--- src/rtl/pmips_pkg.sv ---
// Shared definitions for the PMIPS fetch unit: default widths and the
// instruction-buffer entry layout.
package pmips_pkg;

   localparam int ADDR_W_DEF  = 16;
   localparam int INSTR_W_DEF = 17;

   typedef struct packed {
      logic [INSTR_W_DEF-1:0] instr;
      logic [ADDR_W_DEF-1:0]  pcplus;
   } fetch_entry_t;

endpackage

--- src/rtl/pmips_fifo.sv ---
// Synchronous FIFO with flush and occupancy count. DEPTH must be a power of 2
// so the read/write pointers wrap naturally.
module pmips_fifo #(
   parameter int DEPTH = 4,
   parameter int WIDTH = 33
) (
   input  logic                       clock,
   input  logic                       reset,
   input  logic                       flush,
   input  logic                       push,
   input  logic [WIDTH-1:0]           wdata,
   input  logic                       pop,
   output logic [WIDTH-1:0]           rdata,
   output logic [$clog2(DEPTH+1)-1:0] count
);

   localparam int PW = $clog2(DEPTH);

   logic [WIDTH-1:0] mem [DEPTH];
   logic [PW-1:0]    wr_ptr;
   logic [PW-1:0]    rd_ptr;
   logic             do_push;
   logic             do_pop;

   // Flush wins over both push and pop; popping an empty buffer is ignored.
   assign do_push = push & ~flush;
   assign do_pop  = pop & ~flush & (count != '0);
   assign rdata   = mem[rd_ptr];

   always_ff @(posedge clock) begin
      if (do_push) mem[wr_ptr] <= wdata;
   end

   always_ff @(posedge clock or negedge reset) begin
      if (!reset) begin
         wr_ptr <= '0;
         rd_ptr <= '0;
         count  <= '0;
      end else if (flush) begin
         wr_ptr <= '0;
         rd_ptr <= '0;
         count  <= '0;
      end else begin
         if (do_push) wr_ptr <= wr_ptr + 1'b1;
         if (do_pop)  rd_ptr <= rd_ptr + 1'b1;
         case ({do_push, do_pop})
            2'b10:   count <= count + 1'b1;
            2'b01:   count <= count - 1'b1;
            default: count <= count;
         endcase
      end
   end

endmodule

--- src/rtl/pmips_fetch_unit.sv ---
// PMIPS instruction fetch: PC register, single-outstanding-per-cycle request
// with slot reservation, and an instruction buffer feeding decode.
module pmips_fetch_unit
   import pmips_pkg::*;
#(
   parameter int                ADDR_W   = ADDR_W_DEF,
   parameter int                INSTR_W  = INSTR_W_DEF,
   parameter int                DEPTH    = 4,
   parameter int                PC_STEP  = 2,
   parameter logic [ADDR_W-1:0] RESET_PC = '0
) (
   input  logic                       clock,
   input  logic                       reset,
   output logic [ADDR_W-1:0]          imemaddr,
   output logic                       imemreq,
   input  logic                       imemready,
   input  logic [INSTR_W-1:0]         imemrdata,
   output logic                       ifid_valid,
   output logic [INSTR_W-1:0]         ifid_instr,
   output logic [ADDR_W-1:0]          ifid_pcplus,
   input  logic                       id_stall,
   input  logic                       redirect,
   input  logic [ADDR_W-1:0]          redirect_pc,
   output logic [$clog2(DEPTH+1)-1:0] fifo_count
);

   localparam int                CW      = $clog2(DEPTH+1);
   localparam int                EW      = INSTR_W + ADDR_W;
   localparam logic [CW:0]       DEPTH_V = DEPTH[CW:0];
   localparam logic [ADDR_W-1:0] STEP    = PC_STEP[ADDR_W-1:0];

   logic [ADDR_W-1:0] pc;
   logic              inflight;
   logic [ADDR_W-1:0] inflight_pcplus;
   logic [CW:0]       reserved;
   logic              accept;
   logic              push;
   logic              pop;
   logic [EW-1:0]     head;

   // Every outstanding response already owns a buffer slot, so a push can
   // never find the buffer full.
   assign reserved = {1'b0, fifo_count} + {{CW{1'b0}}, inflight};
   assign imemreq  = reset & ~redirect & (reserved < DEPTH_V);
   assign imemaddr = pc;
   assign accept   = imemreq & imemready;

   assign push = inflight & ~redirect;
   assign pop  = ifid_valid & ~id_stall & ~redirect;

   always_ff @(posedge clock or negedge reset) begin
      if (!reset) begin
         pc       <= RESET_PC;
         inflight <= 1'b0;
      end else if (redirect) begin
         pc       <= redirect_pc;
         inflight <= 1'b0;
      end else begin
         inflight <= accept;
         if (accept) pc <= pc + STEP;
      end
   end

   always_ff @(posedge clock) begin
      if (accept) inflight_pcplus <= pc + STEP;
   end

   pmips_fifo #(
      .DEPTH (DEPTH),
      .WIDTH (EW)
   ) u_fifo (
      .clock (clock),
      .reset (reset),
      .flush (redirect),
      .push  (push),
      .wdata ({imemrdata, inflight_pcplus}),
      .pop   (pop),
      .rdata (head),
      .count (fifo_count)
   );

   // Buffer storage is not reset, so the head is masked while empty.
   assign ifid_valid  = (fifo_count != '0);
   assign ifid_instr  = ifid_valid ? head[EW-1:ADDR_W] : '0;
   assign ifid_pcplus = ifid_valid ? head[ADDR_W-1:0]  : '0;

endmodule

--- config.mk ---
export PLATFORM = sky130hd
export DESIGN_NAME = pmips_fetch_unit
export DESIGN_NICKNAME = d
export VERILOG_FILES = /design/src/rtl/pmips_pkg.sv /design/src/rtl/pmips_fifo.sv /design/src/rtl/pmips_fetch_unit.sv
export SDC_FILE = /design/constraint.sdc
export NUM_CORES = 1
export LEC_CHECK = 0
export CAP_MARGIN = 10
export CORE_UTILIZATION = 63
export DETAILED_ROUTE_END_ITERATION = 10
export DONT_BUFFER_PORTS = 1
export PLACE_DENSITY = 0.87
export SYNTH_ARGS = -nofsm -noshare
export SYNTH_HDL_FRONTEND = slang
export SYNTH_HIERARCHICAL = 1
export SYNTH_SLANG_ARGS = --single-unit
--- constraint.sdc ---
create_clock -name clock -period 3.4 [get_ports clock]
set_input_delay 0.68 -clock clock [delete_from_list [all_inputs] [get_ports clock]]
set_output_delay 0.68 -clock clock [all_outputs]
set_load 0.02 [all_outputs]
==> metrics.txt <==
number of DRC violations after detailed routing=0; Worst Skew=7.701 ps; placeable core region=10980 um^2; crit share post-route=78.60%; biggest area contributors in the synthesized netlist=edfxtp_1 62%, mux4_2 9.1%, dfrtp_1 8.4%, nor2b_1 3.1%, xnor2_1 1.6%; count of cells along the worst register-to-register path=10; Final nets=463; number of distinct library cells after synthesis=48; Critical Path Sink Type=primary output; final setup violating endpoints=0; filler instances=680; Port Buffers=0; number of pins with negative max-slew slack in the final report=0; grt total ovfl=0; cell count after synthesis=403; leakage power figure=2.597 nW; Worst Path Arrival=1990 ps; first-pass GRT wire length=19960 um; TritonCTS sink count=172; CTS tree=done; placed cell areas=7298 um^2; worst endpoint required time=2720 ps; final hold viol count=0; final routed wire length divided by cell count=22.05 um; portion of synthesized cell area occupied by the leading cell type=62.00%; final sum of negative setup slack=0 ps; post-CTS clock slew at the launch and capture registers of the worst setup and hold paths=60 ps; worst hold path type=in2reg; number of flops mapped to enable cells by yosys=148; effective utilization at floorplan=65.27%; detailed-route via count=3573; antenna violation net count after detailed routing=0; count of antenna diodes in the layout=0; Max-Cap Viols=0; antenna violations before repair=0; status=complete, no violations; sort of element at the start of the critical path=register; CTS buffer count=17; combined area of all synthesized cells=7168 um^2; Yosys warnings=6; layout overhead on the synthesized area=9.513%; buffer cell driving the clock tree root=clkbuf_16; die footprint=11810 um^2; GRT Total Usage=23.74%; number of synthesized register bits=172; Worst Max-Slew Pin Slew=1088 ps; post-detailed-route via-to-cell ratio=6.257; maximum root-to-sink buffer count=2; proportion of synthesized chip area in sequential cells=70.38%; count of boundary I/O pins=92; average instance area after synthesis=17.79 um^2; Starting DRT DRC Count=195; last weighted congestion value of the routability-driven placer=0.8396; num rows=38; top cell type by total area after synthesis=edfxtp_1; cell area power density=556.2 nW/um^2; RSZ-0062 raised after global routing=no; die height=108.7 um; count of TritonRoute iterations in the first routing pass=5; async set-reset flop share out of synthesis=13.95%; worst slew slack as a fraction of its limit=27.26%; CTS H-tree depth=4; Crit Path Category=reg2out; Final Cell Area=7850 um^2; top flip-flop cell by instance count after synthesis=edfxtp_1; ratio of cells with drive above 1 in the final layout=18.10%; clock latency at the later pin of the worst-skew pair=420 ps; final worst path period need=2673 ps; drt total wl=12590 um; Peak VDD IR=492.6 uV; DPL Wire Length=7832 um; floorplan die width=108.7 um; via count of the first global-routing pass=3856; Achievable Freq=374.2 MHz; worst hold path cell count=1; number of buffers inserted to repair setup after CTS=0; worst-path maximum fanout=18; maximum number of pins on one net before global-route repair=35; synthesized netlist net count=447
==> state kept, by name, indices dropped and copies added, names as in the netlist <==
register	count
imemaddr	16
inflight	1
inflight_pcplus	16
u_fifo/count	3
u_fifo/mem	132
u_fifo/rd_ptr	2
u_fifo/wr_ptr	2
==> metal layers <==
layer	routed length, um	global-route usage [%]	vias up	part of all wire, %
met5	0	0	-	0
met4	262	9.266	0	2.1
met3	820	7.233	22	6.5
met2	6542	39.92	137	52
met1	4963	28.96	1813	39
li1	-	-	1601	-
==> area by class of cell <==
class / instances / area, um^2 / share of cell area, %
sequential: 172 / 5046 / 64.28
clock buffer: 22 / 444.2 / 5.658
timing repair buffer: 16 / 122.6 / 1.562
tap: 140 / 175.2 / 2.231
multi-input combinational: 205 / 1938 / 24.69
clock inverter: 9 / 97.59 / 1.243
inverter: 7 / 26.28 / 0.3347
==> cells in the mapped netlist, types with 5 or more instances <==
cell,number
a221o_1,5
a22oi_1,8
and2_1,7
clkbuf_1,6
dfrtp_1,24
edfxtp_1,148
ha_1,5
inv_1,7
mux4_2,29
nand2_1,13
nand3_1,13
nor2_1,17
nor2b_1,35
nor3_1,5
xnor2_1,13
xor2_1,5
==> final timing paths <==
check | startpoint | end | slack, ps
max reg2reg | u_fifo/count[1] | u_fifo/count[1] | 760
min | redirect | u_fifo/rd_ptr[1] | 330
min reg2reg | inflight_pcplus[7] | u_fifo/mem[3][7] | 500
max in group asynchronous | reset | u_fifo/rd_ptr[0] | 1760
max | u_fifo/rd_ptr[0] | ifid_pcplus[2] | 730
min in group asynchronous | reset | u_fifo/count[0] | 910
==> metrics by stage <==
step / util [%] / cells / setup slack [ps] / power [mW] / hold slack (ps)
after global placement: 66.45 / 539 / 1035 / 2.603 / 385.1
after global routing: 71.47 / 571 / 524.8 / 4.504 / 301.0
final: 71.47 / 571 / 727.5 / 4.366 / 326.5
after CTS: 71.47 / 571 / 677.9 / 4.391 / 299.0
after detailed placement: 66.45 / 539 / 742.2 / 2.613 / 385.0
after floorplan: - / 403 / 376.1 / 2.574 / 384.4
==> power breakdown <==
part	internal [mW]	switching, mW	total, mW
Clock	1.07	0.724	1.79
Sequential	2.33	0.0845	2.42
Combinational	0.0602	0.0986	0.159
Total	3.46	0.907	4.37
==> critical path, stage by stage (launching register included) <==
cell	delay (ps)
dfrtp_2	360
buf_4	340
mux4_1	630
nor2b_1	240
==> cells in the final DEF (no fill, tap or decap), types with 2 or more instances in the layout <==
| master | instances |
|---|---|
| edfxtp_1 | 148 |
| nor2b_1 | 35 |
| mux4_2 | 29 |
| dfrtp_1 | 23 |
| nor2_1 | 17 |
| clkbuf_16 | 17 |
| buf_4 | 15 |
| nand2_1 | 13 |
| nand3_1 | 13 |
| xnor2_1 | 13 |
| a22oi_1 | 8 |
| inv_1 | 7 |
| xor2_1 | 5 |
| a221o_1 | 5 |
| ha_1 | 5 |
| clkbuf_1 | 5 |
| nand4_1 | 4 |
| nor3_1 | 4 |
| o21ai_0 | 4 |
| mux4_1 | 4 |
| and2_2 | 4 |
| nand2b_1 | 4 |
| and3_1 | 3 |
| and2_1 | 3 |
| or3_1 | 3 |
| clkinv_1 | 3 |
| and4_1 | 2 |
| a21o_1 | 2 |
| o21bai_1 | 2 |
| mux2i_1 | 2 |
| nand3b_1 | 2 |
| o211ai_1 | 2 |
| or4_1 | 2 |
| clkinv_2 | 2 |
| bufinv_16 | 2 |
==> logic make-up (layout without fill, tap and decap cells) <==
logic type	count (synthesis)	in the layout	share of synthesized area [%]
XOR/XNOR	18	18	2.199
AO/OA/AOI/OAI	31	31	3.526
adder cells (fa/ha/maj)	6	6	1.152
buffers and inverters	26	54	2.723
flip-flops	172	172	70.38
multiplexers	36	36	11.01
AND/OR/NAND/NOR	114	114	9.007
==> timing repair <==
action / in CTS / in global routing
hold endpoints to repair: 24 / 0
hold buffers: 1 / 0
resized for setup: 0 / 0
(Power assumes the default switching activity.)
